## src/rtl/sparse_match_sequencer_pkg.sv

```systemverilog
// Shared types and sizing for the sparse match sequencer: chunk width, index width,
// FSM state encoding and the layout of one match entry.
`ifndef PREFIX_SUM_SIZE
`define PREFIX_SUM_SIZE 8
`endif

package sparse_match_sequencer_pkg;

    localparam int CHUNK_SIZE_DEF = `PREFIX_SUM_SIZE;
    localparam int IDX_W_DEF      = $clog2(CHUNK_SIZE_DEF);

    typedef enum logic {
        IDLE = 1'b0,
        SCAN = 1'b1
    } state_t;

    typedef struct packed {
        logic [IDX_W_DEF-1:0] pos;
        logic [IDX_W_DEF-1:0] ifm_ofs;
        logic [IDX_W_DEF-1:0] flt_ofs;
        logic                 last;
    } match_entry_t;

endpackage

```

## src/rtl/sparse_match_sequencer_lsb_priority_encoder.sv

```systemverilog
// Combinational least-significant-set-bit encoder; also reports whether any bit
// is set and whether exactly one bit is set.
module lsb_priority_encoder
    import sparse_match_sequencer_pkg::*;
#(
    parameter  int CHUNK_SIZE = CHUNK_SIZE_DEF,
    localparam int IDX_W      = $clog2(CHUNK_SIZE)
) (
    input  logic [CHUNK_SIZE-1:0] i_vector,
    output logic [IDX_W-1:0]      o_index,
    output logic                  o_any,
    output logic                  o_single
);

    // Scan from the top down so the lowest set bit is the last one written.
    always_comb begin
        o_index = '0;
        for (int i = CHUNK_SIZE - 1; i >= 0; i--) begin
            if (i_vector[i]) begin
                o_index = IDX_W'(i);
            end
        end
    end

    assign o_any    = |i_vector;
    assign o_single = o_any && ((i_vector & (i_vector - CHUNK_SIZE'(1))) == '0);

endmodule

```

## src/rtl/sparse_match_sequencer.sv

```systemverilog
// Sequences the AND of an IFM and filter sparsity bitmap into a back-pressurable
// stream of matched positions with prefix-sum offsets into both compressed buffers.
module sparse_match_sequencer
    import sparse_match_sequencer_pkg::*;
#(
    parameter  int CHUNK_SIZE = CHUNK_SIZE_DEF,
    localparam int IDX_W      = $clog2(CHUNK_SIZE),
    localparam int CNT_W      = IDX_W + 1
) (
    input  logic                  clk_i,
    input  logic                  rst_n_i,
    input  logic                  flush_i,
    input  logic                  load_valid_i,
    output logic                  load_ready_o,
    input  logic [CHUNK_SIZE-1:0] ifm_map_i,
    input  logic [CHUNK_SIZE-1:0] flt_map_i,
    input  logic                  dense_flt_i,
    output logic                  match_valid_o,
    input  logic                  match_ready_i,
    output logic [IDX_W-1:0]      match_pos_o,
    output logic [IDX_W-1:0]      ifm_ofs_o,
    output logic [IDX_W-1:0]      flt_ofs_o,
    output logic                  match_last_o,
    output logic [CNT_W-1:0]      match_cnt_o,
    output logic                  done_o
);

    state_t                r_state;
    state_t                w_state_next;
    logic [CHUNK_SIZE-1:0] r_ifm;
    logic [CHUNK_SIZE-1:0] r_flt;
    logic [CHUNK_SIZE-1:0] r_mask;
    logic [CNT_W-1:0]      r_cnt;
    logic                  r_done;

    logic [CHUNK_SIZE-1:0] w_flt_in;
    logic [CHUNK_SIZE-1:0] w_mask_in;
    logic [CNT_W-1:0]      w_load_cnt;
    logic [IDX_W-1:0]      w_pos;
    logic                  w_any;
    logic                  w_single;
    logic [IDX_W-1:0]      w_ifm_ofs;
    logic [IDX_W-1:0]      w_flt_ofs;
    logic                  w_load_fire;
    logic                  w_match_fire;
    logic                  w_done_next;

    assign w_flt_in  = dense_flt_i ? '1 : flt_map_i;
    assign w_mask_in = ifm_map_i & w_flt_in;

    always_comb begin
        w_load_cnt = '0;
        for (int i = 0; i < CHUNK_SIZE; i++) begin
            w_load_cnt = w_load_cnt + CNT_W'(w_mask_in[i]);
        end
    end

    lsb_priority_encoder #(
        .CHUNK_SIZE (CHUNK_SIZE)
    ) u_lsb_enc (
        .i_vector (r_mask),
        .o_index  (w_pos),
        .o_any    (w_any),
        .o_single (w_single)
    );

    // Prefix sums below the current match; both collapse to zero when the mask is empty.
    always_comb begin
        w_ifm_ofs = '0;
        w_flt_ofs = '0;
        for (int i = 0; i < CHUNK_SIZE; i++) begin
            if (i < int'(w_pos)) begin
                w_ifm_ofs = w_ifm_ofs + IDX_W'(r_ifm[i]);
                w_flt_ofs = w_flt_ofs + IDX_W'(r_flt[i]);
            end
        end
    end

    always_ff @(posedge clk_i or negedge rst_n_i) begin
        if (!rst_n_i) begin
            r_state <= IDLE;
        end else begin
            r_state <= w_state_next;
        end
    end

    // Flush outranks both a load and a match handshake in the same cycle.
    always_comb begin
        w_state_next  = r_state;
        w_load_fire   = 1'b0;
        w_match_fire  = 1'b0;
        w_done_next   = 1'b0;
        load_ready_o  = 1'b0;
        match_valid_o = 1'b0;
        case (r_state)
            IDLE: begin
                load_ready_o = 1'b1;
                if (!flush_i && load_valid_i) begin
                    w_load_fire = 1'b1;
                    if (w_mask_in == '0) begin
                        w_done_next = 1'b1;
                    end else begin
                        w_state_next = SCAN;
                    end
                end
            end
            SCAN: begin
                match_valid_o = 1'b1;
                if (flush_i) begin
                    w_state_next = IDLE;
                end else if (match_ready_i && w_any) begin
                    w_match_fire = 1'b1;
                    if (w_single) begin
                        w_state_next = IDLE;
                        w_done_next  = 1'b1;
                    end
                end
            end
            default: w_state_next = IDLE;
        endcase
    end

    always_ff @(posedge clk_i or negedge rst_n_i) begin
        if (!rst_n_i) begin
            r_ifm  <= '0;
            r_flt  <= '0;
            r_mask <= '0;
            r_cnt  <= '0;
            r_done <= 1'b0;
        end else begin
            r_done <= w_done_next;
            if (flush_i) begin
                r_mask <= '0;
            end else if (w_load_fire) begin
                r_ifm  <= ifm_map_i;
                r_flt  <= w_flt_in;
                r_mask <= w_mask_in;
                r_cnt  <= w_load_cnt;
            end else if (w_match_fire) begin
                r_mask <= r_mask & ~(CHUNK_SIZE'(1) << w_pos);
            end
        end
    end

    assign match_pos_o  = w_pos;
    assign ifm_ofs_o    = w_ifm_ofs;
    assign flt_ofs_o    = w_flt_ofs;
    assign match_last_o = w_single;
    assign match_cnt_o  = r_cnt;
    assign done_o       = r_done;

endmodule

```

## config.mk

```make
export PLATFORM = sky130hd
export DESIGN_NAME = sparse_match_sequencer
export DESIGN_NICKNAME = d
export VERILOG_FILES = /design/src/rtl/sparse_match_sequencer_pkg.sv /design/src/rtl/sparse_match_sequencer_lsb_priority_encoder.sv /design/src/rtl/sparse_match_sequencer.sv
export SDC_FILE = /design/constraint.sdc
export NUM_CORES = 1
export LEC_CHECK = 0
export BUFFER_PORTS_ARGS = -buffer_cell sky130_fd_sc_hd__clkbuf_2
export CAP_MARGIN = 20
export CORE_AREA = 2 2 90 92
export CTS_CLUSTER_SIZE = 20
export DETAILED_ROUTE_END_ITERATION = 12
export DIE_AREA = 0 0 92 94
export MAX_ROUTING_LAYER = met4
export PLACE_DENSITY = 0.48
export SLEW_MARGIN = 15
export SYNTH_ARGS = -nofsm -noshare
export SYNTH_HDL_FRONTEND = slang
export SYNTH_SLANG_ARGS = --single-unit
```

## constraint.sdc

```tcl
create_clock -name clk_i -period 18.27 [get_ports clk_i]
set_input_delay 3.654 -clock clk_i [delete_from_list [all_inputs] [get_ports clk_i]]
set_output_delay 3.654 -clock clk_i [all_outputs]
set_load 0.05 [all_outputs]
```

==> report_table.html, run 1 <==
<table>
<tr><th>Metric</th><th>Value</th></tr>
<tr><th colspan="2">Yosys</th></tr>
<tr><td>Average cell area after synthesis</td><td>7.89 um^2</td></tr>
<tr><td>Number of flops mapped to enable cells by yosys</td><td>0</td></tr>
<tr><td>Post-Syn Area</td><td>2600 um^2</td></tr>
<tr><td>Main flop type after synthesis</td><td>dfrtp_1</td></tr>
<tr><td>Post-synth top area share</td><td>0.270</td></tr>
<tr><td>Post-Synthesis Cells</td><td>329</td></tr>
<tr><td>Main area contributors after synthesis</td><td>dfrtp_1 (27%), ha_1 (13%), nand2_1 (9.5%)</td></tr>
<tr><td>Synth Warn #</td><td>0</td></tr>
<tr><td>Synthesis-stage register bit count</td><td>28</td></tr>
<tr><td>Share of synthesized registers carrying an async set or reset</td><td>1.00</td></tr>
<tr><td>Post-synthesis net count</td><td>381</td></tr>
<tr><td>Top cell type by total area after synthesis</td><td>dfrtp_1</td></tr>
<tr><td>Register area share after synthesis</td><td>0.270</td></tr>
<tr><td>Number of different library cells in the post-synthesis netlist</td><td>52</td></tr>
<tr><th colspan="2">Global routing</th></tr>
<tr><td>Total track usage</td><td>0.184</td></tr>
<tr><td>Number of global-route vias before repair</td><td>2,305</td></tr>
<tr><td>Wire length of the first global-routing pass</td><td>12.2 mm</td></tr>
<tr><td>Maximum number of pins on one net before global-route repair</td><td>31</td></tr>
<tr><td>Number of antenna violations at the first check in global routing</td><td>0</td></tr>
<tr><td>Aggregate global routing overflow</td><td>0</td></tr>
<tr><th colspan="2">Drt</th></tr>
<tr><td>Detailed Route Iter0 Violations</td><td>140</td></tr>
<tr><td>Via/cell ratio</td><td>5.37</td></tr>
<tr><td>Detailed-route wire length</td><td>7.31 mm</td></tr>
<tr><td># DRC</td><td>0</td></tr>
<tr><td>Drt pass-1 iters</td><td>5</td></tr>
<tr><td>Vias</td><td>2,453</td></tr>
<tr><td>Number of nets still failing antenna checks after routing</td><td>0</td></tr>
<tr><td>Avg WL per Cell</td><td>16.0 um</td></tr>
<tr><th colspan="2">Timing</th></tr>
<tr><td>Worst slew margin</td><td>0.460</td></tr>
<tr><td>Clock period minus worst slack</td><td>9.92 ns</td></tr>
<tr><td>RSZ-0062 raised after global routing</td><td>false</td></tr>
<tr><td>Final worst clock skew</td><td>0.00917 ns</td></tr>
<tr><td>Slew at the pin closest to its max-slew limit</td><td>0.810 ns</td></tr>
<tr><td>Final Max Tran Viols</td><td>0</td></tr>
<tr><td>Period Utilization, post-route</td><td>0.543</td></tr>
<tr><td>Final Setup Violations</td><td>0</td></tr>
<tr><td>Sum of negative setup slack</td><td>0 ns</td></tr>
<tr><td>Fmax</td><td>0.101 GHz</td></tr>
<tr><td>Final hold violations</td><td>0</td></tr>
<tr><th colspan="2">Cells and area</th></tr>
<tr><td>Diodes inserted</td><td>0</td></tr>
<tr><td>Area overhead of the layout relative to synthesis</td><td>12.0%</td></tr>
<tr><td>Fraction of layout cells with a size suffix above 1</td><td>0.152</td></tr>
<tr><td>Design Area, Final</td><td>2910 um^2</td></tr>
<tr><td>Post-route insts no fill</td><td>457</td></tr>
<tr><td>Final net count</td><td>408</td></tr>
<tr><td>End-of-flow core utilization</td><td>0.382</td></tr>
<tr><td>Commonest non-fill, non-tap cells in the layout</td><td>nand2_1 (66), o21ai_0 (39), clkbuf_2 (38)</td></tr>
<tr><td>Most common library cell in the layout ignoring fill and taps</td><td>nand2_1</td></tr>
<tr><th colspan="2">Floorplanning</th></tr>
<tr><td>Initial core utilization</td><td>0.341</td></tr>
<tr><td>Die height</td><td>94 um</td></tr>
<tr><td>Die Area</td><td>8650 um^2</td></tr>
<tr><td>Top-level I/O count</td><td>39</td></tr>
<tr><td>Chip width</td><td>92 um</td></tr>
<tr><td>Core ar.</td><td>7610 um^2</td></tr>
<tr><td>Count of standard-cell rows</td><td>32</td></tr>
<tr><th colspan="2">Pwr</th></tr>
<tr><td>Leakage power of the design</td><td>0.00138 uW</td></tr>
<tr><td>Power Density</td><td>101 nW/um^2</td></tr>
<tr><td>Worst vdd rail ir drop</td><td>0.0469 mV</td></tr>
<tr><th colspan="2">Placement</th></tr>
<tr><td>Number of placed cells counting well taps</td><td>453</td></tr>
<tr><td>Port bufs</td><td>38</td></tr>
<tr><td>Final estimated routing congestion in global placement</td><td>0.905</td></tr>
<tr><td>Post-detail-place hpwl</td><td>5.94 mm</td></tr>
<tr><td>Post-place instance area</td><td>2830 um^2</td></tr>
<tr><th colspan="2">Clock network</th></tr>
<tr><td>Clock Latency Late Sink</td><td>0.28 ns</td></tr>
<tr><td>Depth of the CTS H-tree</td><td>1</td></tr>
<tr><td>Gates resized, CTS repair</td><td>0</td></tr>
<tr><td>Quantity of hold-fixing buffers added after cts</td><td>0</td></tr>
<tr><td>Number of buffers added for setup after CTS</td><td>0</td></tr>
<tr><td>Number of buffers on the longest clock path</td><td>2</td></tr>
<tr><td>Clock Sink Count</td><td>28</td></tr>
<tr><td>Clock-pin transition on the worst setup and hold timing paths</td><td>0.11 ns</td></tr>
<tr><td>Root buffer cell</td><td>clkbuf_8</td></tr>
<tr><td>Clock tree from TritonCTS</td><td>done</td></tr>
<tr><td>Number of clock buffers inserted by TritonCTS</td><td>3</td></tr>
<tr><th colspan="2">Setup path</th></tr>
<tr><td>Cell seen most often among critical-path stages</td><td>ha_1</td></tr>
<tr><td>Kind of critical path</td><td>reg2out</td></tr>
<tr><td>Kind of start point of the critical path</td><td>flop</td></tr>
<tr><td>Critical Path Max Stage Delay</td><td>0.67 ns</td></tr>
<tr><td>Worst-path cell with the longest stage delay</td><td>a21oi_1</td></tr>
<tr><td>Element type at the critical path end</td><td>primary output</td></tr>
<tr><td>CP Data Arrival Time</td><td>6.26 ns</td></tr>
<tr><td>Data required time of the critical path</td><td>14.62 ns</td></tr>
<tr><td>FF-to-FF setup slack</td><td>15.87 ns</td></tr>
<tr><td>Max Fanout on Critical Path</td><td>13</td></tr>
<tr><th colspan="2">Status</th></tr>
<tr><td>Run status</td><td>completed</td></tr>
<tr><th colspan="2">Hold path</th></tr>
<tr><td>Min-delay worst type</td><td>reg2reg</td></tr>
<tr><th colspan="2">Job</th></tr>
<tr><td>Max_cap viols</td><td>0</td></tr>
</table>
[cell families (layout without fill, tap and decap cells)]
logic type               count (synthesis)  in the layout  synth area share
AND/OR/NAND/NOR                        135            135             0.251
AO/OA/AOI/OAI                           92             92             0.218
adder cells (fa/ha/maj)                 31             31             0.160
buffers and inverters                   30             56            0.0525
flip-flops                              28             28             0.270
multiplexers                             7              7            0.0280
XOR/XNOR                                 6              6            0.0202
[area by class of cell]
cell class / instances / area, um^2
Multi-Input combinational cell: 271 / 1760
Sequential cell: 28 / 701
Inverter: 14 / 52.6
Clock inverter: 1 / 30.0
Clock buffer: 3 / 41.3
Tap cell: 102 / 128
Timing Repair Buffer: 38 / 190
Fill cell: 837 / 4700
[Yosys cell counts (2+ instances only)]
master and count:
o21ai_0 39, clkbuf_1 9, dfrtp_1 28, nand2_1 66
o211ai_1 2, a21o_1 2, o31ai_1 3, mux2i_1 5
a21oi_1 13, nor3_1 5, nor2b_1 3, nor4_4 3
buf_2 4, a32o_1 3, o32ai_1 2, nor4b_1 3
ha_1 26, nand3_1 6, buf_6 2, a32oi_1 2
a31oi_1 5, fa_1 4, mux2_2 2, a211oi_1 4
nor3b_1 2, nor2_1 33, xor2_1 2, o21a_1 6
xnor2_1 4, o21ai_1 3, inv_1 13, nand2b_1 5
[flip-flops by register name, summed over array words and instances, names as in the netlist]
signal,flops
done_o,1
match_cnt_o,4
r_flt,7
r_ifm,7
r_mask,8
r_state,1
[worst max-delay path, delay by kind of cell (launching register included)]
family	cells	cell delay (ns)
fa+ha+maj	7	1.94
compound gates	7	1.55
simple gates	7	0.77
flops	1	0.62
mux	2	0.53
buf+inv	2	0.40
xor+xnor	1	0.14
[path summary, 6_finish.rpt]
| path | from | endpoint | depth (start not counted) |
|---|---|---|---|
| setup / recovery | r_mask[2]$_DFFE_PN0P_ | ifm_ofs_o[2] | 26 |
| hold / removal | match_cnt_o[0]$_DFFE_PN0P_ | match_cnt_o[0]$_DFFE_PN0P_ | 2 |
| setup reg to reg | r_mask[3]$_DFFE_PN0P_ | r_mask[7]$_DFFE_PN0P_ | 5 |
| hold reg to reg | match_cnt_o[0]$_DFFE_PN0P_ | match_cnt_o[0]$_DFFE_PN0P_ | 2 |
| max in group asynchronous | rst_n_i | r_flt[1]$_DFFE_PN0P_ | 1 |
| min in group asynchronous | rst_n_i | match_cnt_o[3]$_DFFE_PN0P_ | 1 |
[report_power, final]
part / total (uW) / internal [uW] / switching [uW] / leakage, uW
clock network: 50.1 / 29.4 / 20.8 / 0.0000357
logic: 161 / 53.7 / 108 / 0.000988
registers: 83.5 / 72.9 / 10.6 / 0.000355
[metal layers]
layer	track usage	wire length (um)	vias up
li1	-	-	1217
met1	0.266	3500	1152
met2	0.289	3380	80
met3	0.0152	358	4
met4	0.0286	61	0
met5	-	0	-
[per-stage QoR]
step / hold WS (ns) / total power [uW] / worst slack (ns)
6_report: 0.489 / 295 / 8.35
5_1_grt: 0.533 / 322 / 7.78
4_1_cts: 0.497 / 298 / 8.29
3_5_place_dp: 0.469 / 247 / 8.69
3_3_place_gp: 0.465 / 248 / 8.76
2_1_floorplan: 0.452 / 206 / 8.82
No activity file was read; power rests on OpenSTA's default activity.
==> run 2, diff against run 1 <==
PLACE_DENSITY = 0.5   (was 0.48)
clock period = 8.8 ns   (was 18.27 ns; I/O delays follow)
==> run 2 against run 1 <==
Worst hold slack gained 0.0037 ns. Clock-buffer cell count did not move. Worst setup slack worse by 7.3 ns. Register-to-register slack got worse by 9.4 ns. Critical endpoint unchanged. Highest routed layer unchanged.
==> report_table.html, run 2 (synthesis gave the netlist of run 1 again) <==
<table>
<tr><th>Metric</th><th>Value</th></tr>
<tr><th colspan="2">Drt</th></tr>
<tr><td>Detailed-route wire length</td><td>7.37 mm (was 7.31 mm)</td></tr>
<tr><td>Number of nets still failing antenna checks after routing</td><td>0 (unchanged)</td></tr>
<tr><td>Via/cell ratio</td><td>5.34 (was 5.37)</td></tr>
<tr><td>Avg WL per Cell</td><td>16.0 um (about the same)</td></tr>
<tr><td>Drt pass-1 iters</td><td>4 (was 5)</td></tr>
<tr><td>Vias</td><td>2,458 (was 2,453)</td></tr>
<tr><td>Routed metal-1 wirelength</td><td>3.66 mm (was 3.50 mm)</td></tr>
<tr><td>Detailed Route Iter0 Violations</td><td>201 (was 140)</td></tr>
<tr><td>DR WL met2</td><td>3.29 mm (was 3.38 mm)</td></tr>
<tr><td># DRC</td><td>0 (unchanged)</td></tr>
<tr><td>Top sig layer</td><td>met4 (unchanged)</td></tr>
<tr><td>Met3 layer wire length in the routed design</td><td>209 um (was 358 um)</td></tr>
<tr><th colspan="2">Setup path</th></tr>
<tr><td>Crit Reg-Reg Startpoint</td><td>r_mask[3]$_DFFE_PN0P_ (unchanged)</td></tr>
<tr><td>Cell seen most often among critical-path stages</td><td>ha_1 (unchanged)</td></tr>
<tr><td>Kind of critical path</td><td>reg2out (unchanged)</td></tr>
<tr><td>Worst-path cell with the longest stage delay</td><td>dfrtp_1 (was a21oi_1)</td></tr>
<tr><td>CP Data Arrival Time</td><td>5.99 ns (was 6.26 ns)</td></tr>
<tr><td>Element type at the critical path end</td><td>primary output (unchanged)</td></tr>
<tr><td>Critical path buffers and inverters</td><td>2 (unchanged)</td></tr>
<tr><td>Kind of start point of the critical path</td><td>flop (unchanged)</td></tr>
<tr><td>Critical Path Max Stage Delay</td><td>0.60 ns (was 0.67 ns)</td></tr>
<tr><td>R2R depth</td><td>5 (unchanged)</td></tr>
<tr><td>CP top delay family</td><td>adder cells (unchanged)</td></tr>
<tr><td>FF-to-FF setup slack</td><td>6.50 ns (was 15.87 ns)</td></tr>
<tr><td>Launch point of the worst path</td><td>r_mask[4]$_DFFE_PN0P_ (was r_mask[2]$_DFFE_PN0P_)</td></tr>
<tr><td>Max Fanout on Critical Path</td><td>13 (unchanged)</td></tr>
<tr><td>Data required time of the critical path</td><td>7.04 ns (was 14.62 ns)</td></tr>
<tr><td>Endpoint of the worst register-to-register path</td><td>r_mask[6]$_DFFE_PN0P_ (was r_mask[7]$_DFFE_PN0P_)</td></tr>
<tr><th colspan="2">Clock network</th></tr>
<tr><td>Clock-pin transition on the worst setup and hold timing paths</td><td>0.10 ns (was 0.11 ns)</td></tr>
<tr><td>Root buffer cell</td><td>clkbuf_8 (unchanged)</td></tr>
<tr><td>Depth of the CTS H-tree</td><td>1 (unchanged)</td></tr>
<tr><td>Number of buffers added for setup after CTS</td><td>0 (unchanged)</td></tr>
<tr><td>Quantity of hold-fixing buffers added after cts</td><td>0 (unchanged)</td></tr>
<tr><td>Number of clock buffers inserted by TritonCTS</td><td>3 (unchanged)</td></tr>
<tr><td>Clock Latency Late Sink</td><td>0.28 ns (about the same)</td></tr>
<tr><td>Clock Sink Count</td><td>28 (unchanged)</td></tr>
<tr><td>Number of buffers on the longest clock path</td><td>2 (unchanged)</td></tr>
<tr><td>Clock tree from TritonCTS</td><td>done (unchanged)</td></tr>
<tr><td>Gates resized, CTS repair</td><td>0 (unchanged)</td></tr>
<tr><th colspan="2">Pwr</th></tr>
<tr><td>Pwr Total</td><td>617 uW (was 295 uW)</td></tr>
<tr><td>Worst vdd rail ir drop</td><td>0.125 mV (was 0.0469 mV)</td></tr>
<tr><td>Leakage power of the design</td><td>0.00139 uW (was 0.00138 uW)</td></tr>
<tr><td>Power Density</td><td>210 nW/um^2 (was 101 nW/um^2)</td></tr>
<tr><th colspan="2">Timing</th></tr>
<tr><td>Worst setup slack after layout</td><td>1.05 ns (was 8.35 ns)</td></tr>
<tr><td>Final Setup Violations</td><td>0 (unchanged)</td></tr>
<tr><td>Sum of negative setup slack</td><td>0 ns (unchanged)</td></tr>
<tr><td>Clock period minus worst slack</td><td>7.75 ns</td></tr>
<tr><td>Final hold violations</td><td>0 (unchanged)</td></tr>
<tr><td>Final worst clock skew</td><td>0.00330 ns (was 0.00917 ns)</td></tr>
<tr><td>RSZ-0062 raised after global routing</td><td>false (unchanged)</td></tr>
<tr><td>Slew at the pin closest to its max-slew limit</td><td>0.767 ns (was 0.810 ns)</td></tr>
<tr><td>Fmax</td><td>0.129 GHz</td></tr>
<tr><td>Period Utilization, post-route</td><td>0.880</td></tr>
<tr><td>Final Max Tran Viols</td><td>0 (unchanged)</td></tr>
<tr><td>Worst slew margin</td><td>0.486 (was 0.460)</td></tr>
<tr><th colspan="2">Placement</th></tr>
<tr><td>Pre-CTS WS</td><td>1.38 ns (was 8.69 ns)</td></tr>
<tr><td>Number of placed cells counting well taps</td><td>455 (was 453)</td></tr>
<tr><td>Post-place instance area</td><td>2850 um^2 (was 2830 um^2)</td></tr>
<tr><td>Port bufs</td><td>38 (unchanged)</td></tr>
<tr><td>Final estimated routing congestion in global placement</td><td>0.964 (was 0.905)</td></tr>
<tr><td>Post-detail-place hpwl</td><td>5.95 mm (was 5.94 mm)</td></tr>
<tr><th colspan="2">Hold path</th></tr>
<tr><td>End point of the most critical hold path</td><td>match_cnt_o[0]$_DFFE_PN0P_ (unchanged)</td></tr>
<tr><td>Hold Crit Start</td><td>match_cnt_o[0]$_DFFE_PN0P_ (unchanged)</td></tr>
<tr><td>Cells on Worst Hold Path</td><td>2 (unchanged)</td></tr>
<tr><td>Min-delay worst type</td><td>reg2reg (unchanged)</td></tr>
<tr><th colspan="2">Cells and area</th></tr>
<tr><td>Most common library cell in the layout ignoring fill and taps</td><td>nand2_1 (unchanged)</td></tr>
<tr><td>Diodes inserted</td><td>0 (unchanged)</td></tr>
<tr><td>Final net count</td><td>411 (was 408)</td></tr>
<tr><td>Design Area, Final</td><td>2930 um^2 (was 2910 um^2)</td></tr>
<tr><td>Area overhead of the layout relative to synthesis</td><td>12.9% (was 12.0%)</td></tr>
<tr><td>Largest register by flop count</td><td>r_mask (unchanged)</td></tr>
<tr><td>Post-route insts no fill</td><td>460 (was 457)</td></tr>
<tr><td>Commonest non-fill, non-tap cells in the layout</td><td>nand2_1 (66), o21ai_0 (39), clkbuf_2 (38) (unchanged)</td></tr>
<tr><td>Fraction of layout cells with a size suffix above 1</td><td>0.156 (was 0.152)</td></tr>
<tr><td>Largest regs</td><td>r_mask x8, r_flt x7, r_ifm x7 (unchanged)</td></tr>
<tr><td>Flip-flop count of the largest register after layout</td><td>8 (unchanged)</td></tr>
<tr><th colspan="2">Global routing</th></tr>
<tr><td>Wire length of the first global-routing pass</td><td>12.3 mm (was 12.2 mm)</td></tr>
<tr><td>Number of antenna violations at the first check in global routing</td><td>0 (unchanged)</td></tr>
<tr><td>Aggregate global routing overflow</td><td>0 (unchanged)</td></tr>
<tr><td>Maximum number of pins on one net before global-route repair</td><td>31 (unchanged)</td></tr>
<tr><td>Total track usage</td><td>0.184 (about the same)</td></tr>
<tr><td>Number of global-route vias before repair</td><td>2,341 (was 2,305)</td></tr>
<tr><th colspan="2">Floorplanning</th></tr>
<tr><td>Die Area</td><td>8650 um^2 (unchanged)</td></tr>
<tr><td>Chip width</td><td>92 um (unchanged)</td></tr>
<tr><td>Count of standard-cell rows</td><td>32 (unchanged)</td></tr>
<tr><td>Core ar.</td><td>7610 um^2 (unchanged)</td></tr>
<tr><td>Top-level I/O count</td><td>39 (unchanged)</td></tr>
<tr><td>Initial core utilization</td><td>0.341 (unchanged)</td></tr>
<tr><td>Die height</td><td>94 um (unchanged)</td></tr>
<tr><th colspan="2">Status</th></tr>
<tr><td>Run status</td><td>completed (unchanged)</td></tr>
<tr><th colspan="2">Job</th></tr>
<tr><td>Max_cap viols</td><td>0 (unchanged)</td></tr>
</table>
## run 2: cell types whose count changed in the layout (fill, tap and decap cells not counted)
cell and change:
buf_4 +2, nand3_2 -1, nand3_1 +1, buf_8 +1
## run 2: stage by stage
step	hold slack (ns)	util
after floorplan	0.452	-
after global placement	0.467	0.374
after detailed placement	0.469	0.374
after CTS	0.494	0.383
after global routing	0.520	0.385
final	0.493	0.385
## run 2: cell type report
cell class | instances | area, um^2
clock buffers | 3 | 41.3
clock inverters | 1 | 30.0
fillers | 835 | 4680
inverters | 14 | 52.6
multi-input cells | 271 | 1760
flip-flops and latches | 28 | 701
well taps | 102 | 128
repair buffers | 41 | 220
## run 2: worst reg2reg max path: stages, from the launching register on
cell	delay [ns]
dfrtp_1	0.57
or4_4	0.63
nor4_4	0.53
nand2_1	0.14
o21ai_0	0.21
o22ai_1	0.09
## run 2: layer usage
metal | track usage | up-vias
met5 | - | -
li1 | - | 1218
met2 | 0.284 | 58
met1 | 0.256 | 1168
met3 | 0.0161 | 14
met4 | 0.0659 | 0
## run 2: where the power goes
group,total (uW),internal [uW],switching (uW)
logic,338,114,224
registers,175,151,23.7
clock network,104,60.9,42.7
## run 2: how the worst max path moves through the flow
stage | endpoint | slack, ns | cells after the start
2_1_floorplan | ifm_ofs_o[2] | 1.24 | 26
3_3_place_gp | ifm_ofs_o[2] | 1.40 | 26
3_5_place_dp | ifm_ofs_o[2] | 1.38 | 26
4_1_cts | ifm_ofs_o[2] | 1.03 | 26
5_1_grt | ifm_ofs_o[2] | 0.51 | 26
6_report | ifm_ofs_o[2] | 1.05 | 26
==> run 3, diff against run 2 <==
ABC_AREA = 1   (was unset)
==> run 3 against run 2 <==
Final area grew 1.1%. Sequential power shrank 3%. Worst hold slack lost 0.013 ns. Sequential share of layout area shrank 0.25 points. Utilization grew 0.41 points. Area after synthesis grew 0.72%. Largest cell class unchanged. Combinational power grew 39%.
==> report_table.html, run 3 <==
<table>
<tr><th>Metric</th><th>Value</th></tr>
<tr><th colspan="2">Pwr</th></tr>
<tr><td>Switching power summed over all nets</td><td>379 uW (was 291 uW)</td></tr>
<tr><td>Comb pwr share</td><td>0.662 (was 0.548)</td></tr>
<tr><td>Worst vdd rail ir drop</td><td>0.0876 mV (was 0.125 mV)</td></tr>
<tr><td>Pwr Total</td><td>711 uW (was 617 uW)</td></tr>
<tr><td>Power Density</td><td>240 nW/um^2 (was 210 nW/um^2)</td></tr>
<tr><td>Leakage power of the design</td><td>0.00165 uW (was 0.00139 uW)</td></tr>
<tr><td>Flop pwr share</td><td>0.238 (was 0.284)</td></tr>
<tr><td>Fraction of power spent switching nets</td><td>0.533 (was 0.471)</td></tr>
<tr><td>Power share of the clock group</td><td>0.100 (was 0.168)</td></tr>
<tr><td>Internal power contribution</td><td>332 uW (was 327 uW)</td></tr>
<tr><th colspan="2">Yosys</th></tr>
<tr><td>Post-synth top area share</td><td>0.268 (was 0.270)</td></tr>
<tr><td>Complex-gate fraction of the synthesized area</td><td>0.109 (was 0.218)</td></tr>
<tr><td>Count leader, synth</td><td>nand2_1 (unchanged)</td></tr>
<tr><td>Share of synthesized registers carrying an async set or reset</td><td>1.00 (unchanged)</td></tr>
<tr><td>Average cell area after synthesis</td><td>7.47 um^2 (was 7.89 um^2)</td></tr>
<tr><td>Register area share after synthesis</td><td>0.268 (was 0.270)</td></tr>
<tr><td>Main area contributors after synthesis</td><td>dfrtp_1 (27%), nand2_1 (14%), ha_1 (12%) (was dfrtp_1 (27%), ha_1 (13%), nand2_1 (9.5%))</td></tr>
<tr><td>Top cell type by total area after synthesis</td><td>dfrtp_1 (unchanged)</td></tr>
<tr><td>Synthesis-stage register bit count</td><td>28 (unchanged)</td></tr>
<tr><td>Combinational family with the most area after synthesis</td><td>simple AND/OR/NAND/NOR gates (unchanged)</td></tr>
<tr><td>Number of flops mapped to enable cells by yosys</td><td>0 (unchanged)</td></tr>
<tr><td>Adder-Cell Fraction of Synth Area</td><td>0.155 (was 0.160)</td></tr>
<tr><td>Post-Synthesis Cells</td><td>350 (was 329)</td></tr>
<tr><td>Basic-gate share of the synthesized area counting and, or, nand and nor cells</td><td>0.375 (was 0.251)</td></tr>
<tr><td>Multiplexer share of the synthesized area</td><td>0 (was 0.0280)</td></tr>
<tr><td>Main flop type after synthesis</td><td>dfrtp_1 (unchanged)</td></tr>
<tr><td>Post-synthesis net count</td><td>402 (was 381)</td></tr>
<tr><td>Leading cell types by count after synthesis</td><td>nand2_1 (95), inv_1 (40), dfrtp_1 (28) (was nand2_1 (66), o21ai_0 (39), nor2_1 (33))</td></tr>
<tr><td>Post-Syn Area</td><td>2620 um^2 (was 2600 um^2)</td></tr>
<tr><td>Number of different library cells in the post-synthesis netlist</td><td>33 (was 52)</td></tr>
<tr><td>Parity-gate share of the synthesized area counting xor and xnor cells</td><td>0.0100 (was 0.0202)</td></tr>
<tr><td>Synth Warn #</td><td>0 (unchanged)</td></tr>
<tr><th colspan="2">Timing</th></tr>
<tr><td>Final Setup Violations</td><td>0 (unchanged)</td></tr>
<tr><td>Worst slew margin</td><td>0.461 (was 0.486)</td></tr>
<tr><td>Slew at the pin closest to its max-slew limit</td><td>0.803 ns (was 0.767 ns)</td></tr>
<tr><td>Fmax</td><td>0.137 GHz (was 0.129 GHz)</td></tr>
<tr><td>Clock period minus worst slack</td><td>7.28 ns (was 7.75 ns)</td></tr>
<tr><td>Final worst clock skew</td><td>0.00498 ns (was 0.00330 ns)</td></tr>
<tr><td>Period Utilization, post-route</td><td>0.827 (was 0.880)</td></tr>
<tr><td>Final Max Tran Viols</td><td>0 (unchanged)</td></tr>
<tr><td>Sum of negative setup slack</td><td>0 ns (unchanged)</td></tr>
<tr><td>RSZ-0062 raised after global routing</td><td>false (unchanged)</td></tr>
<tr><td>Final hold violations</td><td>0 (unchanged)</td></tr>
<tr><td>Post-Route Hold Slack</td><td>0.480 ns (was 0.493 ns)</td></tr>
<tr><th colspan="2">Cells and area</th></tr>
<tr><td>Number of fillers in the final layout</td><td>860 (was 835)</td></tr>
<tr><td>Fraction of layout cells with a size suffix above 1</td><td>0.253 (was 0.156)</td></tr>
<tr><td>Diodes inserted</td><td>0 (unchanged)</td></tr>
<tr><td>End-of-flow core utilization</td><td>0.389 (was 0.385)</td></tr>
<tr><td>Storage cell area</td><td>701 um^2 (unchanged)</td></tr>
<tr><td>Final net count</td><td>441 (was 411)</td></tr>
<tr><td>Combined area of the multi-input logic cells</td><td>1700 um^2 (was 1760 um^2)</td></tr>
<tr><td>Commonest non-fill, non-tap cells in the layout</td><td>nand2_1 (95), inv_1 (40), clkbuf_2 (38) (was nand2_1 (66), o21ai_0 (39), clkbuf_2 (38))</td></tr>
<tr><td>Flip-flop count of the largest register after layout</td><td>8 (unchanged)</td></tr>
<tr><td>Design Area, Final</td><td>2960 um^2 (was 2930 um^2)</td></tr>
<tr><td>Area overhead of the layout relative to synthesis</td><td>13.3% (was 12.9%)</td></tr>
<tr><td>Most common library cell in the layout ignoring fill and taps</td><td>nand2_1 (unchanged)</td></tr>
<tr><td>Largest regs</td><td>r_mask x8, r_flt x7, r_ifm x7 (unchanged)</td></tr>
<tr><td>Largest register by flop count</td><td>r_mask (unchanged)</td></tr>
<tr><th colspan="2">Clock network</th></tr>
<tr><td>Number of clock buffers inserted by TritonCTS</td><td>3 (unchanged)</td></tr>
<tr><td>Clock tree from TritonCTS</td><td>done (unchanged)</td></tr>
<tr><td>Depth of the CTS H-tree</td><td>1 (unchanged)</td></tr>
<tr><td>Clock Latency Late Sink</td><td>0.27 ns (was 0.28 ns)</td></tr>
<tr><td>Gates resized, CTS repair</td><td>0 (unchanged)</td></tr>
<tr><td>Number of buffers added for setup after CTS</td><td>0 (unchanged)</td></tr>
<tr><td>Clock-pin transition on the worst setup and hold timing paths</td><td>0.10 ns (about the same)</td></tr>
<tr><td>Number of buffers on the longest clock path</td><td>2 (unchanged)</td></tr>
<tr><td>Quantity of hold-fixing buffers added after cts</td><td>0 (unchanged)</td></tr>
<tr><td>Clock Sink Count</td><td>28 (unchanged)</td></tr>
<tr><td>Root buffer cell</td><td>clkbuf_8 (unchanged)</td></tr>
<tr><th colspan="2">Floorplanning</th></tr>
<tr><td>Initial core utilization</td><td>0.344 (was 0.341)</td></tr>
<tr><td>Die height</td><td>94 um (unchanged)</td></tr>
<tr><td>Chip width</td><td>92 um (unchanged)</td></tr>
<tr><td>Die Area</td><td>8650 um^2 (unchanged)</td></tr>
<tr><td>Count of standard-cell rows</td><td>32 (unchanged)</td></tr>
<tr><td>Core ar.</td><td>7610 um^2 (unchanged)</td></tr>
<tr><td>Top-level I/O count</td><td>39 (unchanged)</td></tr>
<tr><th colspan="2">Placement</th></tr>
<tr><td>Port bufs</td><td>38 (unchanged)</td></tr>
<tr><td>Final estimated routing congestion in global placement</td><td>0.819 (was 0.964)</td></tr>
<tr><td>Post-place instance area</td><td>2920 um^2 (was 2850 um^2)</td></tr>
<tr><td>Post-detail-place hpwl</td><td>5.12 mm (was 5.95 mm)</td></tr>
<tr><th colspan="2">Setup path</th></tr>
<tr><td>Worst-path cell with the longest stage delay</td><td>dfrtp_1 (unchanged)</td></tr>
<tr><td>Element type at the critical path end</td><td>primary output (unchanged)</td></tr>
<tr><td>Data required time of the critical path</td><td>7.04 ns (about the same)</td></tr>
<tr><td>Kind of critical path</td><td>reg2out (unchanged)</td></tr>
<tr><td>Kind of start point of the critical path</td><td>flop (unchanged)</td></tr>
<tr><td>CP Data Arrival Time</td><td>5.52 ns (was 5.99 ns)</td></tr>
<tr><td>Max Fanout on Critical Path</td><td>9 (was 13)</td></tr>
<tr><td>Critical Path Max Stage Delay</td><td>0.43 ns (was 0.60 ns)</td></tr>
<tr><th colspan="2">Global routing</th></tr>
<tr><td>Maximum number of pins on one net before global-route repair</td><td>29 (was 31)</td></tr>
<tr><td>Aggregate global routing overflow</td><td>0 (unchanged)</td></tr>
<tr><td>Number of global-route vias before repair</td><td>2,248 (was 2,341)</td></tr>
<tr><td>Wire length of the first global-routing pass</td><td>11.0 mm (was 12.3 mm)</td></tr>
<tr><td>Total track usage</td><td>0.164 (was 0.184)</td></tr>
<tr><td>Number of antenna violations at the first check in global routing</td><td>0 (unchanged)</td></tr>
<tr><th colspan="2">Job</th></tr>
<tr><td>Max_cap viols</td><td>0 (unchanged)</td></tr>
<tr><th colspan="2">Hold path</th></tr>
<tr><td>Min-delay worst type</td><td>reg2reg (unchanged)</td></tr>
<tr><th colspan="2">Drt</th></tr>
<tr><td>Via/cell ratio</td><td>4.61 (was 5.34)</td></tr>
<tr><td>Detailed-route wire length</td><td>6.21 mm (was 7.37 mm)</td></tr>
<tr><td># DRC</td><td>0 (unchanged)</td></tr>
<tr><td>Detailed Route Iter0 Violations</td><td>78 (was 201)</td></tr>
<tr><td>Drt pass-1 iters</td><td>4 (unchanged)</td></tr>
<tr><td>Avg WL per Cell</td><td>12.7 um (was 16.0 um)</td></tr>
<tr><td>Number of nets still failing antenna checks after routing</td><td>0 (unchanged)</td></tr>
<tr><td>Vias</td><td>2,255 (was 2,458)</td></tr>
<tr><th colspan="2">Status</th></tr>
<tr><td>Run status</td><td>completed (unchanged)</td></tr>
</table>
==> run 3: cell count changes after synthesis, moves of 6 or more <==
cell,change
nand3_1,+13
and2_1,+6
inv_2,+7
o21a_1,-6
nand2_2,+13
o21ai_0,-15
o21ai_1,+10
nand2_1,+29
inv_1,+27
nor2_1,-21
nand3_2,+10
a21oi_1,-7
nor2_4,+7
==> run 3: power by group through the flow <==
stage | clock network (uW) | logic (uW) | registers [uW]
5_1_grt | 77.4 | 539 | 173
3_5_place_dp | 0 | 479 | 172
2_1_floorplan | 0 | 355 | 194
3_3_place_gp | 0 | 474 | 172
6_report | 70.9 | 471 | 169
4_1_cts | 73.5 | 481 | 170
==> run 3: logic make-up after synthesis <==
group | Yosys count
fa+ha+maj | 30
buf+inv | 56
compound gates | 52
xor+xnor | 3
simple gates | 181
flops | 28
==> run 3: through the flow <==
step           worst slack [ns]  instances
4_1_cts                    1.47        489
6_report                   1.52        489
3_3_place_gp               1.88        486
2_1_floorplan              2.15        350
5_1_grt                    1.08        489
3_5_place_dp               1.79        486
==> run 3: layout make-up <==
type                    count  area share
multi-input cells         266       0.573
flip-flops and latches     28       0.236
inverters                  51      0.0671
repair buffers             39      0.0667
well taps                 102      0.0431
clock buffers               3      0.0139
==> run 3: worst paths after layout <==
check                                      startpoint                          to  slack (ns)  cells past startpoint
max                             r_mask[1]$_DFFE_PN0P_                ifm_ofs_o[2]        1.52                     34
min                        match_cnt_o[0]$_DFFE_PN0P_  match_cnt_o[0]$_DFFE_PN0P_        0.48                      2
max reg2reg                         r_state$_DFF_PN0_       r_mask[1]$_DFFE_PN0P_        6.63                      8
min reg2reg                match_cnt_o[0]$_DFFE_PN0P_  match_cnt_o[0]$_DFFE_PN0P_        0.48                      2
max in group asynchronous                     rst_n_i        r_flt[6]$_DFFE_PN0P_        6.80                      1
min in group asynchronous                     rst_n_i            done_o$_DFF_PN0_        1.53                      1
==> run 3: routing by layer <==
metal | vias to the layer above | global-route usage | wire [um]
met2 | 50 | 0.285 | 2970
met4 | 0 | 0.0261 | 38
li1 | 1202 | - | -
met3 | 4 | 0.0144 | 222
met1 | 999 | 0.214 | 2980
met5 | - | - | 0
==> run 3: critical path: cells and delay by family (launching register included) <==
kind,cells,cell delay (ns)
compound gates,2,0.27
fa+ha+maj,7,1.72
buf+inv,6,0.56
flops,1,0.43
simple gates,19,2.25
